$ cat src/rtl/sobel_pix_src.sv
`default_nettype none
// ============================================================================
// Module   : sobel_pix_src
// Brief    : Raster pixel source. Reads RGB565 pixels from a 1-cycle-latency
//            FIFO and emits one frame as a valid/ready stream with sof/eol/eof.
// Revision : 1.0 - initial release
// ============================================================================
module sobel_pix_src #(
    parameter int H_PIX    = 640,
    parameter int V_PIX    = 480,
    parameter int LINE_GAP = 4
) (
    input  logic        sys_clk,
    input  logic        sys_rst,
    input  logic        frame_start,
    input  logic        fifo_empty,
    output logic        fifo_rd_en,
    input  logic [15:0] fifo_rd_data,
    input  logic        pix_ready,
    output logic        pix_valid,
    output logic [15:0] pix_data,
    output logic        pix_sof,
    output logic        pix_eol,
    output logic        pix_eof,
    output logic        busy
);

    localparam int c_H_BITS = (H_PIX > 1) ? $clog2(H_PIX) : 1;
    localparam int c_V_BITS = (V_PIX > 1) ? $clog2(V_PIX) : 1;
    localparam int c_G_BITS = (LINE_GAP > 1) ? $clog2(LINE_GAP) : 1;
    localparam logic [c_H_BITS-1:0] c_H_LAST = c_H_BITS'(H_PIX - 1);
    localparam logic [c_V_BITS-1:0] c_V_LAST = c_V_BITS'(V_PIX - 1);
    localparam logic [c_G_BITS-1:0] c_G_LAST = c_G_BITS'((LINE_GAP > 0) ? LINE_GAP - 1 : 0);

    typedef enum logic [1:0] {
        S_IDLE   = 2'd0,
        S_ACTIVE = 2'd1,
        S_GAP    = 2'd2,
        S_DRAIN  = 2'd3
    } state_t;

    state_t                r_state;
    logic [c_H_BITS-1:0]   r_rd_h;
    logic [c_V_BITS-1:0]   r_rd_v;
    logic [c_H_BITS-1:0]   r_out_h;
    logic [c_V_BITS-1:0]   r_out_v;
    logic [c_G_BITS-1:0]   r_gap_cnt;
    logic                  r_busy;
    logic                  r_inflight;
    logic [15:0]           r_skid [2];
    logic                  r_skid_wr;
    logic                  r_skid_rd;
    logic [1:0]            r_occ;
    logic                  r_out_valid;
    logic [15:0]           r_out_data;

    logic w_rd_en;
    logic w_accept;
    logic w_out_free;
    logic w_skid_pop;
    logic w_bypass;
    logic w_skid_push;
    logic w_sof;
    logic w_eol;
    logic w_eof;

    assign w_rd_en     = (r_state == S_ACTIVE) && !fifo_empty &&
                         ((r_occ + {1'b0, r_inflight}) < 2'd2);
    assign w_accept    = r_out_valid && pix_ready;
    assign w_out_free  = !r_out_valid || pix_ready;
    assign w_skid_pop  = w_out_free && (r_occ != 2'd0);
    // Returning data goes straight to the output stage only when nothing older is queued.
    assign w_bypass    = w_out_free && (r_occ == 2'd0) && r_inflight;
    assign w_skid_push = r_inflight && !w_bypass;

    assign w_sof = (r_out_h == '0) && (r_out_v == '0);
    assign w_eol = (r_out_h == c_H_LAST);
    assign w_eof = w_eol && (r_out_v == c_V_LAST);

    assign fifo_rd_en = w_rd_en;
    assign pix_valid  = r_out_valid;
    assign pix_data   = r_out_data;
    assign pix_sof    = r_out_valid && w_sof;
    assign pix_eol    = r_out_valid && w_eol;
    assign pix_eof    = r_out_valid && w_eof;
    assign busy       = r_busy;

    always_ff @(posedge sys_clk) begin
        if (sys_rst) begin
            r_inflight  <= 1'b0;
            r_skid[0]   <= '0;
            r_skid[1]   <= '0;
            r_skid_wr   <= 1'b0;
            r_skid_rd   <= 1'b0;
            r_occ       <= 2'd0;
            r_out_valid <= 1'b0;
            r_out_data  <= '0;
        end else begin
            r_inflight <= w_rd_en;
            if (w_skid_push) begin
                r_skid[r_skid_wr] <= fifo_rd_data;
                r_skid_wr         <= ~r_skid_wr;
            end
            if (w_skid_pop) begin
                r_skid_rd <= ~r_skid_rd;
            end
            r_occ <= r_occ + {1'b0, w_skid_push} - {1'b0, w_skid_pop};
            if (w_out_free) begin
                r_out_valid <= w_skid_pop || w_bypass;
                if (w_skid_pop) begin
                    r_out_data <= r_skid[r_skid_rd];
                end else if (w_bypass) begin
                    r_out_data <= fifo_rd_data;
                end
            end
        end
    end

    always_ff @(posedge sys_clk) begin
        if (sys_rst) begin
            r_state   <= S_IDLE;
            r_rd_h    <= '0;
            r_rd_v    <= '0;
            r_out_h   <= '0;
            r_out_v   <= '0;
            r_gap_cnt <= '0;
            r_busy    <= 1'b0;
        end else begin
            if (w_accept) begin
                if (w_eol) begin
                    r_out_h <= '0;
                    r_out_v <= w_eof ? '0 : r_out_v + 1'b1;
                end else begin
                    r_out_h <= r_out_h + 1'b1;
                end
            end
            case (r_state)
                S_IDLE: begin
                    if (frame_start) begin
                        r_state   <= S_ACTIVE;
                        r_busy    <= 1'b1;
                        r_rd_h    <= '0;
                        r_rd_v    <= '0;
                        r_out_h   <= '0;
                        r_out_v   <= '0;
                        r_gap_cnt <= '0;
                    end
                end
                S_ACTIVE: begin
                    if (w_rd_en) begin
                        if (r_rd_h == c_H_LAST) begin
                            r_rd_h <= '0;
                            if (r_rd_v == c_V_LAST) begin
                                r_rd_v  <= '0;
                                r_state <= S_DRAIN;
                            end else begin
                                r_rd_v <= r_rd_v + 1'b1;
                                if (LINE_GAP > 0) begin
                                    r_gap_cnt <= '0;
                                    r_state   <= S_GAP;
                                end
                            end
                        end else begin
                            r_rd_h <= r_rd_h + 1'b1;
                        end
                    end
                end
                S_GAP: begin
                    if (r_gap_cnt == c_G_LAST) begin
                        r_state <= S_ACTIVE;
                    end else begin
                        r_gap_cnt <= r_gap_cnt + 1'b1;
                    end
                end
                S_DRAIN: begin
                    if (w_accept && w_eof) begin
                        r_state <= S_IDLE;
                        r_busy  <= 1'b0;
                    end
                end
                default: r_state <= S_IDLE;
            endcase
        end
    end

endmodule
`default_nettype wire

$ cat config.mk
export PLATFORM = sky130hd
export DESIGN_NAME = sobel_pix_src
export DESIGN_NICKNAME = d
export VERILOG_FILES = /design/src/rtl/sobel_pix_src.sv
export SDC_FILE = /design/constraint.sdc
export NUM_CORES = 1
export LEC_CHECK = 0
export CORE_ASPECT_RATIO = 1.2
export CORE_MARGIN = 3
export CORE_UTILIZATION = 50
export DETAILED_ROUTE_END_ITERATION = 7
export MAX_ROUTING_LAYER = met4
export PLACE_DENSITY_LB_ADDON = 0.25
export SYNTH_ARGS = -nofsm -noshare
export SYNTH_HDL_FRONTEND = slang
export SYNTH_SLANG_ARGS = --single-unit
$ cat constraint.sdc
create_clock -name sys_clk -period 3 [get_ports sys_clk]
set_input_delay 0.75 -clock sys_clk [delete_from_list [all_inputs] [get_ports sys_clk]]
set_output_delay 0.75 -clock sys_clk [all_outputs]
set_load 0.005 [all_outputs]
# Word level (Yosys, flattened, before mapping)

Memory sizes are Yosys's and may differ from the RTL's. A register that Yosys moved wholly into a read port is not among the register bits.
Index checks and enable logic that the tools add are counted.
W data, S select, Z words.

Flip-flop bits (word level): 65
Bits in writable memories: 32
Input port bits: 21
Output and inout port bits: 22
Logic and storage cells: 120
Memories kept: 1

Add/sub/neg operators: 8
Order comparisons: 1
Equality and inequality tests: 15
Mux-type cells: 46
Bitwise logic cells: 2
Reduce and logical (&&, ||, !) cells: 34

Memories:

| name   | words | bits a word | rd ports | clocked after Yosys merged registers in | write ports | line | RTL |
|---|---|---|---|---|---|---|---|
| r_skid | 2     | 16          | 1        | 1                                       | 2           | 50   | `logic [15:0] r_skid [2];` |

Operator list:

| cell                    | count |
|---|---|
| $mux W9                 | 9 |
| $mux W10                | 7 |
| $mux W16                | 3 |
| $add A10 B1 Y10 const B | 2 |
| $eq A10 B10 Y1 const B  | 2 |
| $mux W2                 | 10 |
| $pmux W10 S2            | 1 |
| $add A9 B1 Y9 const B   | 2 |
| $eq A9 B9 Y1 const B    | 2 |
| $pmux W9 S2             | 1 |
| $reduce_or A16 Y1       | 1 |
| $logic_and A1 B1 Y1     | 13 |
| $mux W1                 | 12 |
| $ne A2 B2 Y1 const B    | 6 |
| $logic_not A10 Y1       | 1 |
| $logic_not A9 Y1        | 1 |
| $pmux W2 S4             | 1 |
| $reduce_bool A2 Y1      | 4 |
| $eq A2 B2 Y1 const B    | 3 |
| $pmux W2 S3             | 1 |
| $reduce_and A3 Y1       | 2 |
| $reduce_and A6 Y1       | 1 |
| $reduce_and A5 Y1       | 1 |
| $add A2 B1 Y2           | 2 |
| 13 further kinds        | 18 |

# Logic depth before layout (Yosys ltp)

Gate-level depths: netlist of the first run.

Depth in word-level cells: 11
Gate-level depth with buffers: 9
Depth with buffers taken out: 9

# Worst setup path before layout of the first run

No wires, ideal clock.

Path kind: in2reg
From: in pix_ready
To: mem r_skid[0][0] (enable)
Library setup time: 0.411 ns
Arrival: 2.261 ns
Data required time: 2.589 ns
Slack: 0.327 ns
Stages on the path: 4
Path buffers: 0
Cell sequence: nand2b_1 -> nand2_1 -> nand2_1 -> o21ai_0

RTL lines:

| item        | line | RTL |
|---|---|---|
| from (decl) | 19   | `input logic pix_ready,` |
| to (decl)   | 50   |  |

# Final worst setup path of the first run

From: reg r_out_v[1]
To: out pix_eof

Cells in the longest elaborated chain, start to end: 3

Ends and longest elaborated chain:

| item                   | line | RTL |
|---|---|---|
| from (decl)            | 46   | `logic [c_V_BITS-1:0] r_out_v;` |
| from (signal assigned) | 132  | `r_out_v <= w_eof ? '0 : r_out_v + 1'b1;` |
| $eq A9 B9 Y1           | 78   | `assign w_eof = w_eol && (r_out_v == c_V_LAST);` |
| $logic_and A1 B1 Y1    | 78   |  |
| $logic_and A1 B1 Y1    | 85   | `assign pix_eof = r_out_valid && w_eof;` |
| to (decl)              | 24   | `output logic pix_eof,` |

No other way between the ends.

==> results by group, run 1 <==
Outcome
  • Status: finished clean

Yosys
  • EDFF count, synth: 32
  • Post-synthesis register bit count: 98
  • Syn avg cell area: 9.52 um2
  • Syn_nets: 514
  • Synthesized area: 0.00461 mm2
  • Predominant post-synthesis flop cell: dfxtp_1
  • Ys async rst share: 0%
  • Seq/Total Area, Yosys: 49.5%
  • Ys Warns: 0
  • Cell count after synthesis: 484
  • Synth cell types: 54

Place
  • Gpl congestion: 0.833
  • Worst slack, placed: -0.0359 ns
  • Port bufs: 42
  • DP HPWL: 6390 um

Power and ir drop
  • Peak supply drop: 0.357 mV
  • Switch share: 29.4%
  • Comb power frac: 26.2%
  • Clk pwr share: 26.3%
  • NetSw: 0.00102 W
  • Pleak: 1.88 nW
  • Power per cell area: 637 mW/mm2
  • Power Total: 0.00346 W
  • Pint: 0.00244 W
  • Seq pwr share: 47.5%

Job
  • Max Cap Viol: 0

STA
  • TNS Setup: 0 ns
  • Max frequency: 350 MHz
  • Clock Skews: 0.0149 ns
  • Worst slew margin: 22.3%
  • Final worst slack: 0.140 ns
  • Least-Margin Pin Slew: 1.16 ns
  • Final hold violations: 0
  • Slew Limit Fails: 0
  • Final Cycle Share: 95.3%
  • Setup violators final: 0
  • Fin crit period: 2.86 ns

Floorplan
  • Die span in x: 93.6 um
  • I/O pins: 43
  • Core area: 0.00880 mm2
  • Starting density of the core: 52.4%
  • # rows: 37
  • Die Y: 111 um
  • Full die area: 0.0104 mm2

Final layout
  • Fraction of layout cells with a size suffix above 1: 8.80%
  • Fin util: 61.7%
  • Filler instances: 743
  • Most common cell after layout, fill and taps aside: dfxtp_1
  • Area grow syn2layout: 17.8%
  • Most frequent cells in the layout: dfxtp_1 (65), nand2_1 (56), clkdlybuf4s50_1 (40)
  • Ant. Diodes: 0
  • # nets final: 559

Drt
  • Top layer in use: met4
  • # DRC: 0
  • Met2 routed WL: 4620 um
  • Via-per-instance ratio: 5.55
  • Met3 wire length: 263 um
  • Via Count: 3,613
  • Starting DRT DRC Count: 119
  • WL/cell: 14.2 um
  • Routed Antenna Nets: 0
  • Final wirelength: 9270 um
  • Met1 Wirelength: 4270 um
  • DR pass1 iterations: 5

CTS
  • Sinks on Clock Net: 98
  • Clock latency at the later pin of the worst-skew pair: 0.35 ns
  • H-tree levels: 3
  • Clk slew on worst S/H paths: 0.09 ns
  • Clock root buffer: clkbuf_8
  • CTS tree: yes
  • Num CTS Buffers: 9
  • Hold_buf cts: 0
  • Clk buf depth: 2

Critical path
  • CP startpoint kind: register
  • Setup crit end: pix_eof
  • R2R depth: 7
  • R2R setup slack: 0.76 ns
  • Crit path DAT: 2.11 ns
  • CP startpoint: r_out_v[1]
  • Setup crit end kind: primary output
  • Worst r2r src: r_state[0]
  • Crit path required time: 2.25 ns
  • Worst r2r dst: r_rd_v[3]
  • Critical path fanouts, max: 4
  • Crit Path Category: reg2out

Global routing
  • Total GRT Usage: 19.5%
  • GRT Residual Overflow: 0
  • Vias in the first global route: 3,474
  • First-pass GRT wire length: 16,100 um
  • Largest net degree at the start of global routing: 47
  • Initial antenna violation count: 0

Worst hold path
  • Hold Path Class: reg2reg
[stage by stage]
stage,instance area [um2],instances,hold slack [ns]
final,5430,651,0.456
after global routing,5430,651,0.485
after CTS,5400,649,0.459
after detailed placement,5180,633,0.446
after global placement,5180,633,0.442
after floorplan,4610,484,0.453
[synthesized netlist by cell type, types with 2 or more instances]
| master | instances | share of area [%] |
|---|---|---|
| or2_2 | 2 | 0.27 |
| a41oi_1 | 2 | 0.38 |
| and3_1 | 4 | 0.54 |
| dfxtp_1 | 66 | 29 |
| nor2b_1 | 8 | 1.1 |
| inv_1 | 10 | 0.81 |
| o21ai_0 | 13 | 1.4 |
| xnor2_1 | 9 | 1.7 |
| nor3_1 | 15 | 1.6 |
| and2_1 | 35 | 4.8 |
| nand2b_1 | 2 | 0.27 |
| or4b_2 | 2 | 0.43 |
| buf_2 | 2 | 0.22 |
| nand4b_1 | 2 | 0.38 |
| nand3_1 | 19 | 2.1 |
| nor3b_1 | 4 | 0.65 |
| o32ai_1 | 2 | 0.38 |
| nand4_1 | 7 | 0.95 |
| or3_1 | 4 | 0.54 |
| a31oi_1 | 2 | 0.27 |
| nor2_1 | 37 | 3.0 |
| and4_1 | 3 | 0.57 |
| o211ai_1 | 17 | 2.8 |
| o31ai_1 | 3 | 0.49 |
| a21oi_1 | 37 | 4.0 |
| xor2_1 | 12 | 2.3 |
| clkbuf_1 | 20 | 1.6 |
| nor4_1 | 4 | 0.54 |
| mux2i_1 | 18 | 3.9 |
| ha_1 | 9 | 2.4 |
| nor4b_1 | 3 | 0.57 |
| or4_1 | 3 | 0.49 |
| edfxtp_1 | 32 | 21 |
| nand2_1 | 56 | 4.6 |
[what timing repair did]
| item | in CTS | in global routing |
|---|---|---|
| cloned | 0 | 0 |
| resized for setup | 2 | 4 |
| setup endpoints to repair | 2 | 2 |
| pin swaps | 1 | 1 |
| buffers inserted | 0 | 2 |
[routing by layer]
metal,global-route usage (%),up-vias
li1,-,1820
met1,25.5,1735
met2,31.1,49
met3,2.58,9
met4,6.55,0
met5,-,-
[cell type report]
type	count	area [um2]	share of cell area [%]
Sequential cell	98	2280	42.1
Multi-Input combinational cell	352	2210	40.8
Timing Repair Buffer	57	527	9.70
Tap cell	117	146	2.70
Clock buffer	12	135	2.49
Clock inverter	4	76.3	1.41
Inverter	11	46.3	0.853
[flip-flops by register name, summed over array words and instances, names as in the netlist, named ones only]
signal and cells:
r_skid 32, pix_data 16, r_out_h 10, r_rd_h 10
r_out_v 9, r_rd_v 9, r_gap_cnt 2, r_occ 2
r_state 2, busy 1, pix_valid 1, r_inflight 1
r_skid_rd 1, r_skid_wr 1
[worst min path at each step]
stage | startpoint | to | slack [ns] | depth (start not counted)
2_1_floorplan | pix_data[0] | pix_data[0] | 0.45 | 2
3_3_place_gp | pix_data[5] | pix_data[5] | 0.44 | 2
3_5_place_dp | pix_data[9] | pix_data[9] | 0.45 | 2
4_1_cts | pix_data[9] | pix_data[9] | 0.46 | 2
5_1_grt | pix_data[7] | pix_data[7] | 0.48 | 2
6_report | pix_data[9] | pix_data[9] | 0.46 | 2
[cells by family (layout without fill, tap and decap cells)]
| family | count (synthesis) | after routing | share of synthesized area [%] |
|---|---|---|---|
| simple gates | 218 | 218 | 25.1 |
| compound gates | 85 | 85 | 11.9 |
| flops | 98 | 98 | 49.5 |
| buf+inv | 34 | 84 | 2.93 |
| xor+xnor | 21 | 21 | 3.99 |
| mux | 19 | 19 | 4.16 |
| fa+ha+maj | 9 | 9 | 2.44 |
[worst max-delay path, cell delays in order (launching register included)]
cell,delay [ns]
dfxtp_1,0.38
ha_1,0.20
nand4_1,0.17
nor4_2,0.33
and3_1,0.19
clkdlybuf4s50_1,0.49
[power by group through the flow]
stage	Combinational, W	Clock, W	Sequential [W]
2_1_floorplan	0.000585	0	0.00162
4_1_cts	0.000914	0.000936	0.00165
3_5_place_dp	0.000912	0	0.00168
6_report	0.000905	0.000911	0.00164
5_1_grt	0.00102	0.000997	0.00167
3_3_place_gp	0.000899	0	0.00167
Power figures use the tool's default switching activity.
==> run 2: changes to the inputs <==
Settings changed: TNS_END_PERCENT set to 1.
==> results of run 2 <==
No change in the layout: final DEF, timing and power equal those of run 1.
==> run 3: changes to the inputs <==
Settings changed: CAP_MARGIN set to 15, REMOVE_ABC_BUFFERS set to 1.
==> run 3 against run 2 <==
Net effect: die area is the same; combinational power grew 5.0%; global-route usage grew 0.26 points; critical endpoint is now fifo_rd_en; highest routed layer unchanged.
==> results by group, run 3 (synthesized netlist as in run 1, its figures left out) <==
Place
  • Port bufs: 42
  • DP HPWL: 6540 um
  • Gpl congestion: 0.843

Final layout
  • Fraction of layout cells with a size suffix above 1: 9.53%
  • Fin util: 62.0%
  • Area grow syn2layout: 18.3%
  • Max FFs per register: 32
  • Ant. Diodes: 0
  • Filler instances: 769
  • # nets final: 560
  • Most flops, register: r_skid
  • Most frequent cells in the layout: dfxtp_1 (64), nand2_1 (56), clkdlybuf4s50_1 (41)
  • Most common cell after layout, fill and taps aside: dfxtp_1

CTS
  • Clk buf depth: 2
  • Clock latency at the later pin of the worst-skew pair: 0.36 ns
  • Sinks on Clock Net: 98
  • H-tree levels: 3
  • Clk slew on worst S/H paths: 0.09 ns
  • CTS tree: yes
  • Num CTS Buffers: 9
  • Clock root buffer: clkbuf_8

STA
  • Max frequency: 343 MHz
  • Worst slew margin: 50.0%
  • Final hold violations: 0
  • Slew Limit Fails: 0
  • Least-Margin Pin Slew: 0.740 ns
  • Fin crit period: 2.92 ns
  • Clock Skews: 0.0178 ns
  • Setup violators final: 0
  • Final Cycle Share: 97.3%
  • Worst hold margin: 0.457 ns

Critical path
  • Critical path fanouts, max: 2
  • R2R depth: 7
  • Worst r2r dst: r_rd_v[3]
  • CP startpoint: fifo_empty
  • Crit path required time: 2.25 ns
  • CP startpoint kind: input port
  • R2R setup slack: 0.81 ns
  • Setup crit end: fifo_rd_en
  • Worst r2r src: r_state[1]
  • Crit path DAT: 2.17 ns
  • Crit Path Category: in2out
  • Setup crit end kind: primary output

Drt
  • Final wirelength: 9670 um
  • Starting DRT DRC Count: 150
  • WL/cell: 14.8 um
  • Met3 wire length: 292 um
  • Met1 Wirelength: 4390 um
  • Met2 routed WL: 4820 um
  • Via-per-instance ratio: 5.59
  • Via Count: 3,647
  • DR pass1 iterations: 7
  • Routed Antenna Nets: 0
  • # DRC: 0
  • Top layer in use: met4

Floorplan
  • I/O pins: 43
  • Starting density of the core: 52.4%
  • # rows: 37
  • Die Y: 111 um
  • Full die area: 0.0104 mm2
  • Die span in x: 93.6 um
  • Core area: 0.00880 mm2

Global routing
  • Total GRT Usage: 19.7%
  • Vias in the first global route: 3,561
  • GRT Residual Overflow: 0
  • First-pass GRT wire length: 16,300 um
  • Largest net degree at the start of global routing: 34
  • Initial antenna violation count: 0

Power and ir drop
  • Power per cell area: 646 mW/mm2
  • Power Total: 0.00352 W
  • Pleak: 1.89 nW
  • Peak supply drop: 0.337 mV

Worst hold path
  • Hold Path Class: reg2reg
  • Worst Hold Launch: pix_data[6]

Job
  • Max Cap Viol: 0

Outcome
  • Status: finished clean
-- run 3: worst min-delay path by stage --
stage              endpoint  slack, ns  depth (start not counted)
2_1_floorplan   pix_data[0]       0.45                          2
3_3_place_gp   pix_data[13]       0.44                          2
3_5_place_dp    pix_data[6]       0.45                          2
4_1_cts         pix_data[6]       0.46                          2
5_1_grt         pix_data[6]       0.48                          2
6_report        pix_data[6]       0.46                          2
-- run 3: repair_timing --
item	4_1_cts	5_1_grt
endpoints found under the setup margin	2	2
pin swaps	1	1
setup buffers	0	2
resized for setup	1	5
hold buffers	0	0
-- run 3: layout make-up --
class | instances | area, um2 | area share [%]
clock buffers | 10 | 128 | 2.34
well taps | 117 | 146 | 2.69
clock inverters | 6 | 95.1 | 1.74
inverters | 11 | 46.3 | 0.849
multi-input cells | 352 | 2220 | 40.6
flip-flops and latches | 98 | 2280 | 41.9
repair buffers | 58 | 536 | 9.82
-- run 3: through the flow --
| step | worst slack [ns] | std cells | setup TNS, ns | instance area, um2 |
|---|---|---|---|---|
| final | 0.0820 | 652 | 0 | 5450 |
| after global routing | -0.0229 | 652 | -0.0229 | 5450 |
| after CTS | 0.00396 | 649 | 0 | 5410 |
| after detailed placement | -0.0372 | 633 | -0.0372 | 5180 |
| after global placement | -0.0253 | 633 | -0.0253 | 5180 |
| after floorplan | 0.0812 | 461 | 0 | 4520 |
-- run 3: metal layers --
layer  up-vias  track usage (%)
li1       1823                -
met1      1755             24.5
met2        56             32.3
met3        13             2.65
met4         0             7.90
met5         -                -
-- run 3: critical path: stages --
cell	delay [ns]
clkdlybuf4s50_1	0.43
or4_4	0.45
clkinv_4	0.06
clkdlybuf4s50_1	0.48
-- run 3: report_power, final --
part / switching [W] / total [W] / internal [W]
Combinational: 0.000484 / 0.000950 / 0.000466
Clock: 0.000475 / 0.000957 / 0.000481
Sequential: 0.000103 / 0.00162 / 0.00151
